`config.mk`:
```
export PLATFORM = sky130hd
export DESIGN_NAME = pc_fetch_unit
export DESIGN_NICKNAME = d
export VERILOG_FILES = /design/src/rtl/pc_fetch_unit_pkg.sv /design/src/rtl/pc_fetch_unit.sv
export SDC_FILE = /design/constraint.sdc
export NUM_CORES = 1
export LEC_CHECK = 0
export CAP_MARGIN = 20
export CORE_ASPECT_RATIO = 0.75
export CORE_MARGIN = 10
export CORE_UTILIZATION = 27
export CTS_BUF_LIST = sky130_fd_sc_hd__clkbuf_8
export CTS_CLUSTER_SIZE = 40
export DETAILED_ROUTE_END_ITERATION = 10
export PLACE_DENSITY = 0.46
export REMOVE_ABC_BUFFERS = 1
export SLEW_MARGIN = 25
export SYNTH_ARGS = -nofsm -noshare
export SYNTH_HDL_FRONTEND = slang
export SYNTH_SLANG_ARGS = --single-unit
```
`constraint.sdc`:
```
create_clock -name clk -period 3.2 [get_ports clk]
set_clock_uncertainty 0.1 [all_clocks]
set_input_delay 0.64 -clock clk [delete_from_list [all_inputs] [get_ports clk]]
set_output_delay 0.64 -clock clk [all_outputs]
set_load 0.1 [all_outputs]
```
`src/rtl/pc_fetch_unit_pkg.sv`:
```
// Shared fetch-side types and constants for the pc_fetch_unit slice.
package pc_fetch_unit_pkg;

    localparam int unsigned XLEN = 32;
    localparam logic [XLEN-1:0] RESET_PC_DEFAULT = 32'h0000_0000;
    localparam logic [XLEN-1:0] NOP_INSTR = 32'h0000_0000;

    typedef enum logic [1:0] {
        StIdle,
        StFetch,
        StHold
    } fetch_state_e;

endpackage

```
`src/rtl/pc_fetch_unit.sv`:
```
// Program counter and instruction-fetch sequencer with a one-entry skid buffer
// and deferred redirect while a memory request is outstanding.
module pc_fetch_unit
    import pc_fetch_unit_pkg::*;
#(
    parameter logic [XLEN-1:0] RESET_PC = RESET_PC_DEFAULT,
    parameter int unsigned     PC_STEP  = 4
) (
    input  logic            clk,
    input  logic            rst_n,
    input  logic [XLEN-1:0] in_next_pc,
    input  logic            in_redirect,
    input  logic            in_stall,
    output logic            imem_req,
    output logic [XLEN-1:0] imem_addr,
    input  logic            imem_ready,
    input  logic [XLEN-1:0] imem_rdata,
    output logic            out_valid,
    output logic [XLEN-1:0] out_instr,
    output logic [XLEN-1:0] out_pc,
    output logic [XLEN-1:0] out_pc_plus4
);

    fetch_state_e    state_q;
    logic [XLEN-1:0] pc_q;
    logic [XLEN-1:0] pend_pc_q;
    logic            pend_valid_q;
    logic            out_valid_q;
    logic [XLEN-1:0] out_instr_q;
    logic [XLEN-1:0] out_pc_q;
    logic [XLEN-1:0] out_pc_plus4_q;
    logic            skid_valid_q;
    logic [XLEN-1:0] skid_instr_q;
    logic [XLEN-1:0] skid_pc_q;
    logic [XLEN-1:0] skid_pc_plus4_q;

    logic            xfer;
    logic [XLEN-1:0] pc_next_seq;

    assign imem_req     = (state_q == StFetch);
    assign imem_addr    = pc_q;
    assign xfer         = imem_req && imem_ready;
    assign pc_next_seq  = pc_q + XLEN'(PC_STEP);

    assign out_valid    = out_valid_q;
    assign out_instr    = out_instr_q;
    assign out_pc       = out_pc_q;
    assign out_pc_plus4 = out_pc_plus4_q;

    always_ff @(posedge clk) begin
        if (!rst_n) begin
            state_q         <= StIdle;
            pc_q            <= RESET_PC;
            pend_pc_q       <= '0;
            pend_valid_q    <= 1'b0;
            out_valid_q     <= 1'b0;
            out_instr_q     <= NOP_INSTR;
            out_pc_q        <= '0;
            out_pc_plus4_q  <= '0;
            skid_valid_q    <= 1'b0;
            skid_instr_q    <= NOP_INSTR;
            skid_pc_q       <= '0;
            skid_pc_plus4_q <= '0;
        end else begin
            unique case (state_q)
                StIdle: begin
                    state_q <= StFetch;
                    if (in_redirect) begin
                        pc_q         <= in_next_pc;
                        out_valid_q  <= 1'b0;
                        skid_valid_q <= 1'b0;
                    end
                end
                StFetch: begin
                    if (in_redirect) begin
                        out_valid_q  <= 1'b0;
                        skid_valid_q <= 1'b0;
                        if (xfer) begin
                            pc_q         <= in_next_pc;
                            pend_valid_q <= 1'b0;
                        end else begin
                            // Address must stay stable; remember the target instead.
                            pend_pc_q    <= in_next_pc;
                            pend_valid_q <= 1'b1;
                        end
                    end else if (xfer) begin
                        if (pend_valid_q) begin
                            // Response belongs to the squashed path.
                            pc_q         <= pend_pc_q;
                            pend_valid_q <= 1'b0;
                            out_valid_q  <= 1'b0;
                        end else begin
                            pc_q <= pc_next_seq;
                            if (!out_valid_q || !in_stall) begin
                                out_valid_q    <= 1'b1;
                                out_instr_q    <= imem_rdata;
                                out_pc_q       <= pc_q;
                                out_pc_plus4_q <= pc_next_seq;
                            end else begin
                                skid_valid_q    <= 1'b1;
                                skid_instr_q    <= imem_rdata;
                                skid_pc_q       <= pc_q;
                                skid_pc_plus4_q <= pc_next_seq;
                                state_q         <= StHold;
                            end
                        end
                    end else if (out_valid_q && !in_stall) begin
                        out_valid_q <= 1'b0;
                    end
                end
                StHold: begin
                    if (in_redirect) begin
                        pc_q         <= in_next_pc;
                        out_valid_q  <= 1'b0;
                        skid_valid_q <= 1'b0;
                        state_q      <= StFetch;
                    end else if (!in_stall) begin
                        out_valid_q    <= skid_valid_q;
                        out_instr_q    <= skid_instr_q;
                        out_pc_q       <= skid_pc_q;
                        out_pc_plus4_q <= skid_pc_plus4_q;
                        skid_valid_q   <= 1'b0;
                        state_q        <= StFetch;
                    end
                end
                default: state_q <= StIdle;
            endcase
        end
    end

endmodule

```
# Yosys cells after proc, flatten, opt, wreduce, memory -nomap -nowiden
# Index checks and enable logic that the tools add are counted.
[totals] elab_cells=106 in_bits=69 out_inout_bits=130 register_bits=261
[op_classes] mux=53 eq_ne=17 reduce_logical=19 bitwise_logic=4 addsub=1
[ops] operator="$mux 32" count=23
[ops] operator="$pmux 32 s2" count=4
[ops] operator="$add 32x3->32 const B" count=1
[ops] operator="$mux 1" count=17
[ops] operator="$reduce_and 5->1" count=3
[ops] operator="$mux 2" count=6
[ops] operator="$ne 2x2->1 const B" count=6
[ops] operator="$ne 3x3->1 const B" count=3
[ops] operator="$reduce_and 7->1" count=1
[ops] operator="$ne 2x1->1 const B" count=3
[ops] operator="$pmux 1 s3" count=2
[ops] operator="$pmux 2 s3" count=1
[ops] operator="$reduce_and 3->1" count=2
[ops] operator="$reduce_and 6->1" count=1
[ops] operator="$reduce_bool 2->1" count=3
[ops] operator="$ne 5x4->1 const B" count=1
[ops] operator="$ne 4x2->1 const B" count=1
[ops] operator="$not 1->1" count=4
[ops] operator="$ne 3x2->1 const B" count=1
[ops] operator="$reduce_bool 3->1" count=1
[ops] operator="$eq 2x1->1 const B" count=1
[ops] operator="$eq 2x2->1 const B" count=1
[ops] operator="$logic_and 1x1->1" count=2
[ops] operator="$logic_not 1->1" count=2
[ops] operator="4 further kinds" count=4

# Depth between registers and ports, before layout
# Gate-level depths: netlist of the first run.
[logic_depth] word_depth=7 ltp_mapped=10 ltp_nobuf=7

# Worst setup path before layout of the first run
# Ideal clock, no wire load.
[synth_path] kind="reg2reg" from="register state_q[0]" to="register out_instr_q[0], in the netlist out_instr[0]" arrival_time_ns=2.947 synth_period_minus_slack_ns=3.185 n_path_buf=4 path_slack_ns=0.015 stages_incl_launch_ff=9 setup_ns=0.138 required_time_ns=2.962 cell_sequence="dfxtp_1 ha_1 buf_2 nor4bb_1 a31o_2 buf_2 buf_2 buf_1 a211oi_1"
[synth_via] elab_chain_len=4 elab_cells_between_ends=12 classes_between="eq/ne (8); mux (1); reduce/logical (3)"
[synth_lines] item="start: declaration" line_no="pc_fetch_unit.sv:24" source="fetch_state_e state_q;"
[synth_lines] item="start signal: assignment" line_no="pc_fetch_unit.sv:52" source="state_q <= StIdle;"
[synth_lines] item="start signal: assignment" line_no="pc_fetch_unit.sv:67" source="state_q <= StFetch;"
[synth_lines] item="start signal: assignment" line_no="pc_fetch_unit.sv:104" source="state_q <= StHold;"
[synth_lines] item="$eq 2x1->1 *" line_no="pc_fetch_unit.sv:40" source="assign imem_req = (state_q == StFetch);"
[synth_lines] item="named net imem_req" line_no="pc_fetch_unit.sv:14" source="output logic imem_req,"
[synth_lines] item="$logic_and 1x1->1" line_no="pc_fetch_unit.sv:42" source="assign xfer = imem_req && imem_ready;"
[synth_lines] item="$ne 2x1->1 (no source line)"
[synth_lines] item="$reduce_and 7->1 (no source line)"
[synth_lines] item="end signal: assignment" line_no="pc_fetch_unit.sv:96" source="out_instr_q <= imem_rdata;"
[synth_lines] item="end signal: assignment" line_no="pc_fetch_unit.sv:119" source="out_instr_q <= skid_instr_q;"
[synth_lines] item="end: declaration" line_no="pc_fetch_unit.sv:29" source="logic [XLEN-1:0] out_instr_q;"
# Mark *: on every way through the listed nets, which the timed path passes. The rest lies on a longest branch.
# A chain may end at the register's enable or synchronous reset.

# Worst setup path after layout of the first run
[layout_path] from="register pc_q[12], in the netlist imem_addr[12]" to="register pc_q[24], in the netlist imem_addr[24]"
[layout_via] elab_chain_len=5
[layout_lines] item="start: declaration" line_no="pc_fetch_unit.sv:25" source="logic [XLEN-1:0] pc_q;"
[layout_lines] item="start signal: assignment" line_no="pc_fetch_unit.sv:69" source="pc_q <= in_next_pc;"
[layout_lines] item="start signal: assignment" line_no="pc_fetch_unit.sv:79" source="pc_q <= in_next_pc;"
[layout_lines] item="start signal: assignment" line_no="pc_fetch_unit.sv:89" source="pc_q <= pend_pc_q;"
[layout_lines] item="$add 32x3->32" line_no="pc_fetch_unit.sv:43" source="assign pc_next_seq = pc_q + XLEN'(PC_STEP);"
[layout_lines] item="$mux 32" line_no="pc_fetch_unit.sv:87" source="if (pend_valid_q) begin"
[layout_lines] item="$mux 32" line_no="pc_fetch_unit.sv:86" source="end else if (xfer) begin"
[layout_lines] item="$mux 32" line_no="pc_fetch_unit.sv:75" source="if (in_redirect) begin"
[layout_lines] item="$pmux 32 s2" line_no="pc_fetch_unit.sv:65" source="unique case (state_q)"
# No other way between the ends. The select of a mux whose other input is x is not followed.

==> results.sh, run 1 <==
export IMPL_routed_via_count=10471
export IMPL_grt_pass1_vias=10313
export IMPL_hpwl_um=26240
export IMPL_timing_critical_path_from_type="flip-flop"
export IMPL_detail_route_iter0_violations=615
export IMPL_crit_reg2reg_launch="imem_addr[12]"
export IMPL_io_buffers=198
export IMPL_clk_pin_slew_ns=0.06
export IMPL_post_cts_resize_count=0
export IMPL_grt_pass1_wl_um=62560
export IMPL_regToRegSetupSlack_ns=0.59
export IMPL_timing_critical_path_to_type="flip-flop"
export IMPL_worst_hold_path_type="flip-flop to flip-flop"
export IMPL_die_ht_um=196.9
export IMPL_number_of_antenna_violations_at_the_first_check_in_global_routing=0
export IMPL_total_count_of_max_transition_violations_in_the_final_report=0
export IMPL_rr_worst_depth=5
export IMPL_row_count=64
export IMPL_power_ir_vdd_worst_mv=0.4069
export IMPL_remaining_drc_errors=0
export IMPL_timing_critical_path_cells="nand4_4 -> or4_4 -> or4_4 -> o31a_1 -> o22ai_1"
export IMPL_grt_start_max_net_pins=76
export IMPL_ys_flop_type="dfxtp_1"
export IMPL_avgViaCountPerCell=4.857
export IMPL_yosysTopAreaCellShare_pct=45.65
export IMPL_postSynthCellCount=1398
export IMPL_synth_avg_cell_area_um2=8.062
export IMPL_design_portCount=199
export IMPL_numCtsBuffers=47
export IMPL_route_final_wire_length_um=40100
export IMPL_post_route_period_util_pct=81.51
export IMPL_finalNonFillerCells=2156
export IMPL_crit_type="flip-flop to flip-flop"
export IMPL_cts_tree="yes"
export IMPL_crit_path_frequent_cell="or4_4"
export IMPL_synth_largest_area_cell="dfxtp_1"
export IMPL_route_antenna_remaining_nets=0
export IMPL_p_leak_nw=5.235
export IMPL_die_width_um=255.9
export IMPL_cts_hold_buffers_added=0
export IMPL_final_cell_mix="259 x nand2_1, 257 x dfxtp_1, 174 x buf_4"
export IMPL_htreeDepth=2
export IMPL_postCtsSetupRepairBufs=0
export IMPL_n_antenna_cell=0
export IMPL_max_clock_freq_mhz=383.4
export IMPL_synth_seq_area_share_pct=45.65
export IMPL_initial_core_util_pct=27.49
export IMPL_critPathSlowestCell="or4_4"
export IMPL_yosysUniqueCellTypes=56
export IMPL_maxCapViolations=0
export IMPL_hold_path_startpoint="pend_pc_q[7]"
export IMPL_clock_tree_buffer_depth=3
export IMPL_placeableCoreArea_um2=41000
export IMPL_final_min_clock_period_ns=2.608
export IMPL_async_flop_share_pct=0
export IMPL_synth_top_cells_by_area="dfxtp_1 46%, nand2_1 8.6%, a21oi_1 7.4%"
export IMPL_post_layout_total_power_w=0.01321
export IMPL_total_congestion_overflow_after_global_routing=0
export IMPL_mappedNetlistArea_um2=11270
export IMPL_crit_path_max_incr_delay_ns=0.60
export IMPL_rsz_0062_raised_after_global_routing="false"
export IMPL_tritoncts_num_sinks=257
export IMPL_cp_arrival_ns=3.00
export IMPL_finalSetupViolations=0
export IMPL_clockRootBuffer="clkbuf_8"
export IMPL_slew_limit_headroom_pct=63.00
export IMPL_pwr_density_cell_nw_per_um2=904.0
export IMPL_post_place_cells=2079
export IMPL_synthesized_flop_and_latch_total=257
export IMPL_gp_routability_congestion=0.7628
export IMPL_r2r_end="imem_addr[24]"
export IMPL_max_slew_worst_pin_slew_ns=0.5551
export IMPL_layout_commonest_cell="nand2_1"
export IMPL_hold_path_end="pend_pc_q[7]"
export IMPL_finish_net_count=1642
export IMPL_min_delay_path_depth=2
export IMPL_area_growth_synth_to_final_pct=29.64
export IMPL_finalHoldViolations=0
export IMPL_synth_edff_count=0
export IMPL_fillers=4300
export IMPL_synth_warnings=0
export IMPL_groute_usage_overall_pct=15.46
export IMPL_drtPass1Iterations=8
export IMPL_outcome="completed"
export IMPL_cp_required_ns=3.59
export IMPL_critical_path_max_fanout=7
export IMPL_drt_wirelength_per_cell_um=18.60
export IMPL_overall_die_area_um2=50400
export IMPL_ratio_of_cells_with_drive_above_1_in_the_final_layout_pct=16.43
export IMPL_clk_insertion_delay_late_ns=0.59
==> per-layer routing <==
metal,GRT usage (%),vias to the layer above,part of all wire (%)
met3,3.395,46,5.1
met1,21.20,4955,49
met5,0,-,0
met4,3.520,0,1.6
met2,24.42,226,45
li1,-,5244,-
==> through the flow <==
| stage | setup TNS (ns) | setup WS (ns) | area [um2] | hold WS (ns) | utilization [%] |
|---|---|---|---|---|---|
| floorplan | -461.19 | -3.046 | 10720 | 0.3311 | - |
| global placement | 0 | 0.3119 | 13780 | 0.3369 | 33.61 |
| detailed placement | 0 | 0.3131 | 13780 | 0.3439 | 33.61 |
| CTS | 0 | 0.6044 | 14610 | 0.3519 | 35.64 |
| global route | 0 | 0.4630 | 14610 | 0.3702 | 35.64 |
| finish | 0 | 0.5915 | 14610 | 0.3497 | 35.64 |
==> how the worst max path moves through the flow <==
stage	from	endpoint	slack [ns]	depth (start not counted)
after floorplan	state_q[0]	imem_addr[11]	-3.05	7
after global placement	imem_ready	out_pc_plus4[26]	0.31	8
after detailed placement	imem_ready	out_pc_plus4[28]	0.31	8
after CTS	state_q[1]	imem_req	0.60	3
after global routing	state_q[1]	out_pc_plus4[31]	0.46	9
final	imem_addr[12]	imem_addr[24]	0.59	5
==> kinds of logic (layout without fill, tap and decap cells) <==
group                      after synthesis  in the layout  share of synthesized area, %
muxes                                   70             70                         6.217
DFF                                    257            257                         45.65
xor gates and xnor gates                27             27                         2.098
adders and majority gates                6              6                        0.6661
AOI/OAI and AO/OA                      374            374                         20.19
buffers and inverters                  149            346                         5.262
and+or+nand+nor                        515            515                         19.92
==> power breakdown <==
group | total (W) | switching [W] | internal (W) | leakage (nW)
registers | 0.00400 | 0.000388 | 0.00361 | 2.08
clock network | 0.00293 | 0.00142 | 0.00151 | 0.508
logic | 0.00628 | 0.00468 | 0.00160 | 2.64
==> sequential cells by signal, summed over array words and instances, names as in the netlist <==
signal / flops
state_q: 2
out_pc_plus4: 30
out_valid: 1
skid_pc_q: 32
skid_valid_q: 1
skid_instr_q: 32
out_pc: 32
pend_pc_q: 32
pend_valid_q: 1
out_instr: 32
imem_addr: 32
skid_pc_plus4_q: 30
==> area by class of cell <==
type	count	area, um2	area share, %
inverters	12	50.05	0.3425
repair buffers	257	2282	15.62
well taps	561	701.9	4.804
multi-input cells	992	5600	38.33
flip-flops and latches	257	5145	35.21
clock inverters	23	88.84	0.6080
clock buffers	54	743.2	5.086
==> worst max-delay path: cells and delay by family (launching register included) <==
kind,cells,cell delay (ns)
simple gates,3,1.42
flops,1,0.58
compound gates,2,0.42
==> synth_stat cells, types with 4 or more instances <==
master	n
nand2_1	259
dfxtp_1	257
a21oi_1	167
nor2_1	115
clkbuf_1	109
a211oi_1	74
mux2i_1	70
nand3_1	53
o21ai_0	50
nor3_1	24
o22ai_1	18
and3_1	16
buf_2	14
xor2_1	14
xnor2_1	13
inv_1	11
nand4_1	11
o211ai_1	10
buf_1	9
nor4_1	8
o31ai_1	8
o221ai_1	7
ha_1	6
o21a_1	6
a31oi_1	5
a221oi_1	4
buf_4	4
nand2b_1	4
o31a_1	4
or4_1	4
No activity file was read; power rests on OpenSTA's default activity.
==> run 2: changes to the inputs <==
- clock period: 3.2 -> 2.4 ns (I/O delays scaled with it)
==> run 2 against run 1 <==
  * Sequential power rose by 30%
  * Sequential share of layout area decreased by 2.0 points
  * Setup slack worse by 0.47 ns
  * Critical path type unchanged
  * Cell count up 3.1%
  * Maximum frequency increased by 15%
  * First-iteration DRC count fell by 5.5%
  * Hold slack worse by 0.10 ns
  * Die area did not move
==> results.sh, run 2 (synthesis gave the netlist of run 1 again) <==
export IMPL_crit_path_max_incr_delay_ns=0.59
export IMPL_timing_critical_path_to_type="flip-flop"
export IMPL_detail_route_iter0_violations=581
export IMPL_dr_wl_met3_um=2407
export IMPL_crit_path_frequent_cell="or4_4"
export IMPL_ff_latch_area_um2=5147
export IMPL_finish_net_count=1700
export IMPL_area_growth_synth_to_final_pct=37.46
export IMPL_gp_routability_congestion=0.7890
export IMPL_ratio_of_cells_with_drive_above_1_in_the_final_layout_pct=20.71
export IMPL_route_final_wire_length_um=40050
export IMPL_avgViaCountPerCell=4.843
export IMPL_grt_pass1_vias=10562
export IMPL_numCtsBuffers=46
export IMPL_crit_type="flip-flop to flip-flop"
export IMPL_clockRootBuffer="clkbuf_8"
export IMPL_p_leak_nw=5.647
export IMPL_number_of_antenna_violations_at_the_first_check_in_global_routing=1
export IMPL_slew_limit_headroom_pct=64.68
export IMPL_placeableCoreArea_um2=41000
export IMPL_maxCapViolations=0
export IMPL_layout_commonest_cell="nand2_1"
export IMPL_io_buffers=198
export IMPL_total_count_of_max_transition_violations_in_the_final_report=0
export IMPL_routed_via_count=10766
export IMPL_groute_usage_overall_pct=15.39
export IMPL_fillers=4292
export IMPL_power_ir_vdd_worst_mv=0.6564
export IMPL_worst_hold_path_type="input pin to flip-flop"
export IMPL_setup_total_negative_slack_ns=0
export IMPL_design_portCount=199
export IMPL_multi_input_comb_area_um2=5619
export IMPL_htreeDepth=2
export IMPL_rsz_0062_raised_after_global_routing="false"
export IMPL_clk_pin_slew_ns=0.06
export IMPL_clk_insertion_delay_late_ns=0.59
export IMPL_critical_path_max_fanout=5
export IMPL_remaining_drc_errors=0
export IMPL_pwr_density_cell_nw_per_um2=1214
export IMPL_cts_tree="yes"
export IMPL_timing_hold_ws_ns=0.2485
export IMPL_cp_arrival_ns=2.69
export IMPL_hpwl_um=27680
export IMPL_total_congestion_overflow_after_global_routing=0
export IMPL_max_clock_freq_mhz=439.1
export IMPL_cp_required_ns=2.81
export IMPL_finalHoldViolations=0
export IMPL_finalSetupViolations=0
export IMPL_row_count=64
export IMPL_die_width_um=255.9
export IMPL_final_cell_mix="259 x nand2_1, 255 x dfxtp_1, 213 x buf_4"
export IMPL_initial_core_util_pct=27.49
export IMPL_route_antenna_remaining_nets=0
export IMPL_grt_start_max_net_pins=85
export IMPL_post_layout_total_power_w=0.01881
export IMPL_timing_critical_path_from_type="flip-flop"
export IMPL_max_slew_worst_pin_slew_ns=0.5298
export IMPL_overall_die_area_um2=50400
export IMPL_critPathSlowestCell="or4_4"
export IMPL_grt_pass1_wl_um=62610
export IMPL_drtPass1Iterations=5
export IMPL_clock_tree_buffer_depth=3
export IMPL_die_ht_um=196.9
export IMPL_top_layer="met4"
export IMPL_route_met2_wl_um=17690
export IMPL_timing_critical_path_cells="nand4_4 -> or4_4 -> or4_4 -> o31a_1 -> o22ai_1"
export IMPL_tritoncts_num_sinks=257
export IMPL_post_route_period_util_pct=94.88
export IMPL_final_min_clock_period_ns=2.277
export IMPL_detail_route_wirelength_met1_um=19280
export IMPL_outcome="completed"
export IMPL_drt_wirelength_per_cell_um=18.01
export IMPL_cts_hold_buffers_added=0
run 2: changes by cell type in the layout (fill, tap and decap cells not counted), sizes merged:
cell,delta
diode,+1
clkbuf,+11
clkinvlp,+1
clkinv,+5
inv,-11
buf,+59
bufinv,+1
run 2: through the flow:
step                std cells  setup slack (ns)  util (%)  cell area (um2)
global route             2222          0.003020     37.78            15490
global placement         2137           -0.1351     35.25            14450
detailed placement       2137           -0.1768     35.25            14450
CTS                      2221           0.02834     37.72            15460
floorplan                1261            -3.846         -            10720
finish                   2223            0.1228     37.79            15490
run 2: what timing repair did:
action	4_1_cts	5_1_grt
buffers inserted	0	1
endpoints found under the setup margin	2	33
pin swaps	0	0
hold endpoints to repair	0	0
gates resized for setup	2	4
run 2: worst max-delay path: cells and delay by family, from the launching register on:
family / cells / cell delay [ns]
compound gates: 2 / 0.43
flops: 1 / 0.37
simple gates: 3 / 1.30
run 2: routing by layer:
layer / GRT usage [%] / up-vias
li1: - / 5372
met1: 20.72 / 5066
met2: 24.29 / 273
met3: 3.995 / 55
met4: 3.564 / 0
met5: 0 / -
run 2: area by class of cell:
| type | count | share of cell area (%) |
|---|---|---|
| well taps | 561 | 4.531 |
| clock buffers | 65 | 5.774 |
| flip-flops and latches | 257 | 33.23 |
| repair buffers | 316 | 19.15 |
| multi-input cells | 992 | 36.27 |
| clock inverters | 19 | 0.7107 |
| inverters | 12 | 0.3230 |
| diodes | 1 | 0.01615 |
run 2: final timing paths:
kind	from	end	slack (ns)	depth (start not counted)
min	rst_n	imem_addr[16]	0.25	3
max reg2reg	imem_addr[12]	imem_addr[24]	0.12	5
min reg2reg	pend_pc_q[12]	pend_pc_q[12]	0.35	2
max	imem_addr[12]	imem_addr[24]	0.12	5
run 2: power by group:
group / internal [W] / total (W) / switching [W]
clock network: 0.00250 / 0.00445 / 0.00194
logic: 0.00268 / 0.00914 / 0.00647
registers: 0.00482 / 0.00522 / 0.000398
